**config.mk**
```make
export PLATFORM = sky130hd
export DESIGN_NAME = sha256_compressor_flat
export DESIGN_NICKNAME = d
export VERILOG_FILES = /design/src/rtl/sha256_pkg.sv /design/src/rtl/sha256_compressor_if.sv /design/src/rtl/sha256_round.sv /design/src/rtl/sha256_compressor.sv /design/src/flat_wrapper.sv
export SDC_FILE = /design/constraint.sdc
export NUM_CORES = 2
export LEC_CHECK = 0
export ABC_CLOCK_PERIOD_IN_PS = 10530
export BUFFER_PORTS_ARGS = -buffer_cell sky130_fd_sc_hd__buf_2
export CAP_MARGIN = 20
export CORE_AREA = 8 8 395 397
export DETAILED_ROUTE_END_ITERATION = 10
export DIE_AREA = 0 0 403 405
export HOLD_SLACK_MARGIN = 0.1
export PLACE_DENSITY = 0.7
export SLEW_MARGIN = 20
export SYNTH_ARGS = -nofsm -noshare
export SYNTH_HDL_FRONTEND = slang
export SYNTH_SLANG_ARGS = --single-unit
```
**constraint.sdc**
```tcl
create_clock -name clk -period 10.53 [get_ports clk]
set_input_delay 1.5795 -clock clk [delete_from_list [all_inputs] [get_ports clk]]
set_output_delay 1.5795 -clock clk [all_outputs]
set_load 0.01 [all_outputs]
```
**src/rtl/sha256_pkg.sv**
```systemverilog
// Shared SHA-256 constants, types and FIPS 180-4 helper functions for the
// iterative compression engine.
package sha256_pkg;

  typedef logic [31:0]       word_t;
  typedef logic [7:0][31:0]  hash_t;   // index 0 = H0 / a
  typedef logic [15:0][31:0] block_t;  // index 0 = W0

  typedef struct packed {
    hash_t state;
  } ShaContext;

  typedef enum logic [2:0] {
    S_IDLE,
    S_CHUNK_WAIT,
    S_ROUNDS,
    S_ACCUM,
    S_DONE
  } CompressorState;

  localparam hash_t SHA256_IV = {
    32'h5be0cd19, 32'h1f83d9ab, 32'h9b05688c, 32'h510e527f,
    32'ha54ff53a, 32'h3c6ef372, 32'hbb67ae85, 32'h6a09e667
  };

  localparam word_t K [0:63] = '{
    32'h428a2f98, 32'h71374491, 32'hb5c0fbcf, 32'he9b5dba5,
    32'h3956c25b, 32'h59f111f1, 32'h923f82a4, 32'hab1c5ed5,
    32'hd807aa98, 32'h12835b01, 32'h243185be, 32'h550c7dc3,
    32'h72be5d74, 32'h80deb1fe, 32'h9bdc06a7, 32'hc19bf174,
    32'he49b69c1, 32'hefbe4786, 32'h0fc19dc6, 32'h240ca1cc,
    32'h2de92c6f, 32'h4a7484aa, 32'h5cb0a9dc, 32'h76f988da,
    32'h983e5152, 32'ha831c66d, 32'hb00327c8, 32'hbf597fc7,
    32'hc6e00bf3, 32'hd5a79147, 32'h06ca6351, 32'h14292967,
    32'h27b70a85, 32'h2e1b2138, 32'h4d2c6dfc, 32'h53380d13,
    32'h650a7354, 32'h766a0abb, 32'h81c2c92e, 32'h92722c85,
    32'ha2bfe8a1, 32'ha81a664b, 32'hc24b8b70, 32'hc76c51a3,
    32'hd192e819, 32'hd6990624, 32'hf40e3585, 32'h106aa070,
    32'h19a4c116, 32'h1e376c08, 32'h2748774c, 32'h34b0bcb5,
    32'h391c0cb3, 32'h4ed8aa4a, 32'h5b9cca4f, 32'h682e6ff3,
    32'h748f82ee, 32'h78a5636f, 32'h84c87814, 32'h8cc70208,
    32'h90befffa, 32'ha4506ceb, 32'hbef9a3f7, 32'hc67178f2
  };

  function automatic word_t rotr(word_t x, int unsigned n);
    return (x >> n) | (x << (32 - n));
  endfunction

  function automatic word_t big_sigma0(word_t x);
    return rotr(x, 2) ^ rotr(x, 13) ^ rotr(x, 22);
  endfunction

  function automatic word_t big_sigma1(word_t x);
    return rotr(x, 6) ^ rotr(x, 11) ^ rotr(x, 25);
  endfunction

  function automatic word_t small_sigma0(word_t x);
    return rotr(x, 7) ^ rotr(x, 18) ^ (x >> 3);
  endfunction

  function automatic word_t small_sigma1(word_t x);
    return rotr(x, 17) ^ rotr(x, 19) ^ (x >> 10);
  endfunction

  function automatic word_t ch(word_t e, word_t f, word_t g);
    return (e & f) ^ (~e & g);
  endfunction

  function automatic word_t maj(word_t a, word_t b, word_t c);
    return (a & b) ^ (a & c) ^ (b & c);
  endfunction

endpackage

```
**src/rtl/sha256_compressor_if.sv**
```systemverilog
// Context / chunk / digest handshake bundle between the chunk stage, the
// compressor and the digest consumer.
interface sha256_compressor_if;
  import sha256_pkg::*;

  logic      ctx_in_rdy;
  logic      ctx_in_vld;
  ShaContext ctx_in;
  logic      chunk_in_rdy;
  logic      chunk_in_vld;
  logic      chunk_in_last;
  block_t    chunk_in;
  logic      digest_out_rdy;
  logic      digest_out_vld;
  hash_t     digest_out;

  modport master (
    input  ctx_in_rdy, chunk_in_rdy, digest_out_vld, digest_out,
    output ctx_in_vld, ctx_in, chunk_in_vld, chunk_in_last, chunk_in,
           digest_out_rdy
  );

  modport slave (
    output ctx_in_rdy, chunk_in_rdy, digest_out_vld, digest_out,
    input  ctx_in_vld, ctx_in, chunk_in_vld, chunk_in_last, chunk_in,
           digest_out_rdy
  );
endinterface

```
**src/rtl/sha256_round.sv**
```systemverilog
// One combinational SHA-256 round: working vars a..h (index 0 = a) plus the
// schedule word and round constant in, next a..h out.
module sha256_round
  import sha256_pkg::*;
(
  input  hash_t vars,
  input  word_t w,
  input  word_t k,
  output hash_t vars_nxt
);
  word_t t1, t2;

  always_comb begin
    t1 = vars[7] + big_sigma1(vars[4]) + ch(vars[4], vars[5], vars[6]) + k + w;
    t2 = big_sigma0(vars[0]) + maj(vars[0], vars[1], vars[2]);
    vars_nxt[0] = t1 + t2;
    vars_nxt[1] = vars[0];
    vars_nxt[2] = vars[1];
    vars_nxt[3] = vars[2];
    vars_nxt[4] = vars[3] + t1;
    vars_nxt[5] = vars[4];
    vars_nxt[6] = vars[5];
    vars_nxt[7] = vars[6];
  end
endmodule

```
**src/rtl/sha256_compressor.sv**
```systemverilog
// Iterative SHA-256 compressor: one round per cycle, 64 rounds plus one
// accumulate cycle per chunk, digest held on a valid/ready output.
module sha256_compressor
  import sha256_pkg::*;
(
  input  logic              clk,
  input  logic              rst,
  sha256_compressor_if.slave bus
);
  CompressorState state, state_d;
  hash_t          h_q, v_q, v_nxt;
  block_t         w_q;
  word_t          w_new;
  logic [5:0]     rnd_q;
  logic           last_q;

  sha256_round u_round (
    .vars     (v_q),
    .w        (w_q[0]),
    .k        (K[rnd_q]),
    .vars_nxt (v_nxt)
  );

  assign w_new = small_sigma1(w_q[14]) + w_q[9] + small_sigma0(w_q[1]) + w_q[0];

  always_ff @(posedge clk) begin
    if (rst) state <= S_IDLE;
    else     state <= state_d;
  end

  // Handshake outputs decode the registered state only.
  always_comb begin
    state_d            = state;
    bus.ctx_in_rdy     = 1'b0;
    bus.chunk_in_rdy   = 1'b0;
    bus.digest_out_vld = 1'b0;
    bus.digest_out     = '0;
    case (state)
      S_IDLE: begin
        bus.ctx_in_rdy = 1'b1;
        if (bus.ctx_in_vld) state_d = S_CHUNK_WAIT;
      end
      S_CHUNK_WAIT: begin
        bus.chunk_in_rdy = 1'b1;
        if (bus.chunk_in_vld) state_d = S_ROUNDS;
      end
      S_ROUNDS: if (rnd_q == 6'd63) state_d = S_ACCUM;
      S_ACCUM:  state_d = last_q ? S_DONE : S_CHUNK_WAIT;
      S_DONE: begin
        bus.digest_out_vld = 1'b1;
        bus.digest_out     = h_q;
        if (bus.digest_out_rdy) state_d = S_IDLE;
      end
      default: state_d = S_IDLE;
    endcase
  end

  always_ff @(posedge clk) begin
    if (rst) begin
      h_q    <= '0;
      v_q    <= '0;
      w_q    <= '0;
      rnd_q  <= '0;
      last_q <= 1'b0;
    end else begin
      case (state)
        S_IDLE:
          if (bus.ctx_in_vld) h_q <= bus.ctx_in.state;
        S_CHUNK_WAIT:
          if (bus.chunk_in_vld) begin
            w_q    <= bus.chunk_in;
            v_q    <= h_q;
            last_q <= bus.chunk_in_last;
            rnd_q  <= '0;
          end
        S_ROUNDS: begin
          v_q   <= v_nxt;
          w_q   <= {w_new, w_q[15:1]};
          rnd_q <= rnd_q + 6'd1;
        end
        S_ACCUM:
          for (int i = 0; i < 8; i++) h_q[i] <= h_q[i] + v_q[i];
        default: ;
      endcase
    end
  end
endmodule

```
**src/flat_wrapper.sv**
```systemverilog
// flat-port wrapper written by rule: the top's interface ports become plain ports
module sha256_compressor_flat import sha256_pkg::*;
  (clk, rst, bus_ctx_in_rdy, bus_chunk_in_rdy, bus_digest_out_vld, bus_digest_out, bus_ctx_in_vld, bus_ctx_in, bus_chunk_in_vld, bus_chunk_in_last, bus_chunk_in, bus_digest_out_rdy);
  sha256_compressor_if bus_i ();
  input  logic clk;
  input  logic rst;
  output wire logic [$bits(bus_i.ctx_in_rdy)-1:0] bus_ctx_in_rdy;
  output wire logic [$bits(bus_i.chunk_in_rdy)-1:0] bus_chunk_in_rdy;
  output wire logic [$bits(bus_i.digest_out_vld)-1:0] bus_digest_out_vld;
  output wire logic [$bits(bus_i.digest_out)-1:0] bus_digest_out;
  input wire logic [$bits(bus_i.ctx_in_vld)-1:0] bus_ctx_in_vld;
  input wire logic [$bits(bus_i.ctx_in)-1:0] bus_ctx_in;
  input wire logic [$bits(bus_i.chunk_in_vld)-1:0] bus_chunk_in_vld;
  input wire logic [$bits(bus_i.chunk_in_last)-1:0] bus_chunk_in_last;
  input wire logic [$bits(bus_i.chunk_in)-1:0] bus_chunk_in;
  input wire logic [$bits(bus_i.digest_out_rdy)-1:0] bus_digest_out_rdy;
  assign bus_ctx_in_rdy = bus_i.ctx_in_rdy;
  assign bus_chunk_in_rdy = bus_i.chunk_in_rdy;
  assign bus_digest_out_vld = bus_i.digest_out_vld;
  assign bus_digest_out = bus_i.digest_out;
  assign bus_i.ctx_in_vld = bus_ctx_in_vld;
  assign bus_i.ctx_in = bus_ctx_in;
  assign bus_i.chunk_in_vld = bus_chunk_in_vld;
  assign bus_i.chunk_in_last = bus_chunk_in_last;
  assign bus_i.chunk_in = bus_chunk_in;
  assign bus_i.digest_out_rdy = bus_digest_out_rdy;
  sha256_compressor u_core (.clk(clk), .rst(rst), .bus(bus_i));
endmodule
```
# Yosys cells after proc, flatten, opt, wreduce, memory -nomap -nowiden
# Memory sizes are Yosys's and may differ from the RTL's.
# Cells that the tools add are included.
dict set report word_totals {
  input_bits 774
  elab_cells 120
  mem_count 1
  out_inout_bits 259
  romBits 2048
  register_bits 1034
}
dict set report classes {
  magnitude_cmp 1
  bitwise_logic 28
  muxes 20
  n_eq_ne 9
  addsub 19
  n_reduce_logical 7
}
# memory depth word_bits read_ports rd_ports_with_merged_regs wr line_no
set mem_list {}
lappend mem_list {{(no name shown)} 64 32 1 0 0 sha256_compressor.sv:20} ;# .k (K[rnd_q]),
# cell count
set ops {}
lappend ops {{$pmux 256 s2} 2}
lappend ops {{$pmux 512 s2} 1}
lappend ops {{$mux 256} 3}
lappend ops {{$add 32x32->32} 18}
lappend ops {{$mux 512} 1}
lappend ops {{$xor 32x32->32} 9}
lappend ops {{$and 32x32->32} 5}
lappend ops {{$mux 32} 2}
lappend ops {{$not 32->32} 1}
lappend ops {{$or 10x32->32} 1}
lappend ops {{$or 13x32->32} 1}
lappend ops {{$or 14x32->32} 1}
lappend ops {{$or 15x32->32} 1}
lappend ops {{$or 19x32->32} 1}
lappend ops {{$or 21x32->32} 1}
lappend ops {{$or 25x32->32} 1}
lappend ops {{$or 26x32->32} 1}
lappend ops {{$or 30x32->32} 1}
lappend ops {{$or 7x32->32} 1}
lappend ops {{$xor 32x22->32} 1}
lappend ops {{$xor 32x29->32} 1}
lappend ops {{$mux 3} 5}
lappend ops {{$pmux 3 s5} 1}
lappend ops {{$pmux 6 s2} 1}
lappend ops {{other kinds (15)} 23}

# Logic depth before layout (Yosys ltp)
dict set report depth {
  word_depth 9
  mapped_depth 42
  ltp_nobuf 40
}

# Cells and area by module
# Synthesis repeated with hierarchy kept, for this count alone.
dict set report unflattened {
  cells_unflattened 9948
  area_unflattened_um2 75170.8
}
# mod seq_area_each_um2 n_inst cells_per_inst area_per_inst_um2
set modules_own_cells {}
lappend modules_own_cells {sha256_compressor 20699.9 1 8617 64255.4}
lappend modules_own_cells {sha256_round 0.0 1 1331 10915.5}

# Worst setup path before layout
# Ideal clock, no wire load.
dict set report synth_path {
  path_type {reg-to-reg}
  start {reg u_core.rnd_q[0]}
  end {reg u_core.v_q[31] (netlist name)}
  period_less_slack_ps 8816
  required_time_ps 10415
  path_stages_with_launch 41
  n_path_buf 3
  path_slack_ps 1714
  setup_time_ps 115
  arrival_ps 8701
  cell_sequence {dfxtp_1 > clkbuf_1 > clkinv_1 > ha_1 > clkbuf_1 > clkbuf_1 > nand2_1 > a21oi_1 > a21oi_1 > o211ai_1 > o31ai_1 > fa_1 > fa_1 > fa_1 > inv_1 > ha_1 > a21o_1 > a21oi_1 > [5 not listed] > a21oi_1 > o21bai_1 > a21oi_1 > xor2_1 > fa_1 > inv_1 > ha_1 > a21oi_1 > nor2b_1 > o21ai_0 > nand2_1 > a211oi_1 > a2bb2oi_1 > a21oi_1 > a211oi_1 > xnor2_1 > xnor2_1 > a2111oi_0}
}
dict set report synth_between {
  elab_chain_len 8
}
# element line_no
set synth_lines {}
lappend synth_lines {{start, declared} sha256_compressor.sv:14} ;# logic [5:0] rnd_q;
lappend synth_lines {{start signal, assigned} sha256_compressor.sv:79} ;# rnd_q <= rnd_q + 6'd1;
lappend synth_lines {{$not 6->7 (not written as such)} sha256_compressor.sv:20}
lappend synth_lines {{$mem_v2 64x32} n/a}
lappend synth_lines {{$mux 32 (not written as such) (2 in series)} sha256_compressor.sv:20}
lappend synth_lines {{$add 32x32->32 (2 in series)} sha256_round.sv:14} ;# t1 = vars[7] + big_sigma1(vars[4]) + ch(vars[4], vars[5], vars[6]) + k + w;
lappend synth_lines {{$add 32x32->32} sha256_round.sv:16} ;# vars_nxt[0] = t1 + t2;
lappend synth_lines {{$pmux 256 s2} sha256_compressor.sv:66} ;# case (state)
lappend synth_lines {{end signal, assigned} sha256_compressor.sv:72} ;# v_q <= h_q;
lappend synth_lines {{end signal, assigned} sha256_compressor.sv:77} ;# v_q <= v_nxt;
lappend synth_lines {{end, declared} sha256_compressor.sv:11} ;# hash_t h_q, v_q, v_nxt;
# No other way between the ends. The select of a mux whose other input is x is not followed.
# A chain may end at the register's enable or synchronous reset.

# Final worst setup path
# Ends and elaborated chain as after synthesis.

==> run metrics <==
Worst-path clk slew=0.07 ns; status=finished clean; final WL=347.3 mm; P per Cell Area=373.1 nW/um^2; most common cell after layout, fill and taps aside=nand2_1; full die area=163200 sq um; CP required=11.16 ns; clock root buffer=clkbuf_16; main combinational cell family by area after synthesis=compound AO/OA/AOI/OAI gates; number of warning messages in the yosys log=0; Synth Flop Type=dfxtp_1; Cells after Synth=9741; DR pass1 iterations=9; Vias/cell=6.364; routed len/inst=28.23 microns; post-CTS setup buffers=0; vias in the first global route=72310; simple-gate share of the synthesized area=0.2275; drt initial violations=9900; Total Nets Final=11594; reg2reg end=u_core.v_q[31]$_SDFFE_PP0P_; most frequent cells in the layout=1976 x nand2_1, 1246 x nor2_1, 1031 x buf_2; dpl cell area=79420 sq um; number of port buffers=1032; Die W=403 microns; Resized cells post-CTS=0; Hold WC Path Type=reg2reg; Area growth syn-to-layout=13.71%; num rows=142; CP most frequent cell=a21oi_1; GRT overflow=0; CP Max Fanout=31; # IOs=1033; Design Area, Final=83540 sq um; clk_lat worst skew=0.79 ns; flops & latches, synth=1034; Worst Setup SP=u_core.rnd_q[0]$_SDFFE_PP0P_; Setup crit end=u_core.v_q[31]$_SDFFE_PP0P_; Psw=16110 uW; initial antenna violation count=45; cts hold-fix bufs=0; Seq/Total Area, Yosys=0.2818; largest net degree at the start of global routing=247; clk buf depth=3; slew of the pin with the lowest slew margin=1.286 ns; crit start category=flip-flop; dpl cells=12061; EDFF count, synth=0; CORE AREA=149200 sq um; leakage power=0.03699 uW; Adder-Cell Fraction of Synth Area=0.1201; syn avg cell area=7.542 sq um; die span in y=405 microns; Initial Util=0.4922; setup tns final=0 ns; Switching Fraction=0.5170; CP endpoint kind=flip-flop; peak supply drop=0.4764 mV; Peak Freq=106.0 MHz; final hold violation count=0; sequential share of power=0.196; first-pass GRT wire length=495.0 mm; share of cells above drive strength 1=0.1427; Max-Cap Viols=0; final antenna-violating net count=0; Crit Path Category=reg2reg; R2R depth=42; CTS tree=done; Worst slew margin=0.1393; post-synthesis compound-gate area fraction=0.2351; Final Slew Violations=0; syn_nets=11101; CP arrival=10.06 ns; H-tree lvl count=3; Slowest cell on crit path=fa_1; TritonCTS buffer count=115; PnR Total Power=31170 uW; RR Startpoint=u_core.rnd_q[0]$_SDFFE_PP0P_; clock share of power=0.140; Pint=15050 uW; combinational group share of total power=0.664; R2R setup slack=1.10 ns; Synth async-reset ratio=0; slowest stage delay, CP=0.53 ns; Syn Std Cell Area=73460 sq um; DRC violations left=0; global placement routability congestion=1.006; clock skew=0.06626 ns; Period minus WS final=9.430 ns; Vias=78292; fin crit share=0.8955; gr usage total=0.3988; Synth Area in XOR/XNOR=0.06462; fin cells=12303; final setup vio count=0; HPWL Detailed=270.7 mm; clk sinks=1034; Synth cell types=97; Fillers=14271; post-synthesis mux area share=0.01104; RSZ-0062 raised after global routing=false
[cell type report]
| cell class | count | area (sq um) | area share |
|---|---|---|---|
| sequential | 1034 | 20710 | 0.2479 |
| clock buffer | 162 | 3294 | 0.03944 |
| multi-input combinational | 7551 | 48450 | 0.5799 |
| tap | 1944 | 2432 | 0.02912 |
| clock inverter | 49 | 734.5 | 0.008792 |
| antenna | 31 | 77.57 | 0.0009286 |
| timing repair buffer | 1191 | 6560 | 0.07853 |
| inverter | 341 | 1280 | 0.01532 |
[metal layers]
| layer | wire [microns] | global-route usage | share of wire | up-vias |
|---|---|---|---|---|
| li1 | - | - | - | 35356 |
| met1 | 141500 | 0.5358 | 0.41 | 37872 |
| met2 | 150200 | 0.6065 | 0.43 | 4294 |
| met3 | 35560 | 0.08796 | 0.10 | 756 |
| met4 | 19870 | 0.1931 | 0.057 | 14 |
| met5 | 93 | 0 | 0.00027 | - |
[how the worst min path moves through the flow]
| stage | from | endpoint | slack, ns | cells after the start |
|---|---|---|---|---|
| global route | u_core.w_q[74]$_SDFFE_PP0P_ | u_core.w_q[42]$_SDFFE_PP0P_ | 0.48 | 2 |
| finish | u_core.w_q[74]$_SDFFE_PP0P_ | u_core.w_q[42]$_SDFFE_PP0P_ | 0.45 | 2 |
| CTS | u_core.w_q[74]$_SDFFE_PP0P_ | u_core.w_q[42]$_SDFFE_PP0P_ | 0.44 | 2 |
| detailed placement | u_core.w_q[482]$_SDFFE_PP0P_ | u_core.w_q[482]$_SDFFE_PP0P_ | 0.45 | 2 |
| global placement | u_core.w_q[482]$_SDFFE_PP0P_ | u_core.w_q[482]$_SDFFE_PP0P_ | 0.45 | 2 |
| floorplan | u_core.w_q[482]$_SDFFE_PP0P_ | u_core.w_q[482]$_SDFFE_PP0P_ | 0.43 | 2 |
[cells in the mapped netlist, types with 103 or more instances]
| cell | count | area share |
|---|---|---|
| a21o_1 | 194 | 0.020 |
| a21oi_1 | 419 | 0.029 |
| a311oi_1 | 838 | 0.10 |
| and3_1 | 302 | 0.026 |
| clkbuf_1 | 767 | 0.039 |
| dfxtp_1 | 1034 | 0.28 |
| fa_1 | 195 | 0.053 |
| ha_1 | 391 | 0.067 |
| inv_1 | 338 | 0.017 |
| nand2_1 | 1980 | 0.10 |
| nor2_1 | 1249 | 0.064 |
| nor3_1 | 103 | 0.0070 |
| o21ai_0 | 283 | 0.019 |
| xnor2_1 | 376 | 0.045 |
| xor2_1 | 166 | 0.020 |
[critical path, delay by kind of cell, from the launching register on]
kind                       cells  cell delay, ns
adders and majority gates      8            3.25
xor gates and xnor gates       3            0.38
and+or+nand+nor                3            0.26
DFF                            1            0.35
AOI/OAI and AO/OA             19            3.77
buffers and inverters          9            1.24
[power by group through the flow]
| stage | Combinational [uW] | Clock, uW | Sequential (uW) |
|---|---|---|---|
| 2_1_floorplan | 13900 | 0 | 5220 |
| 3_3_place_gp | 19800 | 0 | 6090 |
| 3_5_place_dp | 20000 | 0 | 6110 |
| 4_1_cts | 20200 | 4360 | 6030 |
| 5_1_grt | 22400 | 4520 | 6110 |
| 6_report | 20700 | 4350 | 6100 |
[flip-flops by register name, indices dropped and copies added (netlist names)]
name / flops
u_core.h_q: 256
u_core.last_q: 1
u_core.rnd_q: 6
u_core.state: 3
u_core.v_q: 256
u_core.w_q: 512
[per-stage QoR]
| stage | setup WS, ns | util | hold WS [ns] |
|---|---|---|---|
| 3_5_place_dp | 1.366 | 0.5322 | 0.4536 |
| 4_1_cts | 1.288 | 0.5592 | 0.4393 |
| 3_3_place_gp | 1.376 | 0.5322 | 0.4476 |
| 6_report | 1.100 | 0.5597 | 0.4477 |
| 2_1_floorplan | 1.714 | - | 0.4322 |
| 5_1_grt | 0.5485 | 0.5595 | 0.4829 |
[cells by family (layout without fill, tap and decap cells)]
family                   Yosys count  after routing
AND/OR/NAND/NOR                 3987           3987
flip-flops                      1034           1034
adder cells (fa/ha/maj)          589            589
XOR/XNOR                         542            542
other                              0             31
buffers and inverters           1156           1743
multiplexers                      76             76
AO/OA/AOI/OAI                   2357           2357
Note: power is estimated with default switching activity, not from simulation.
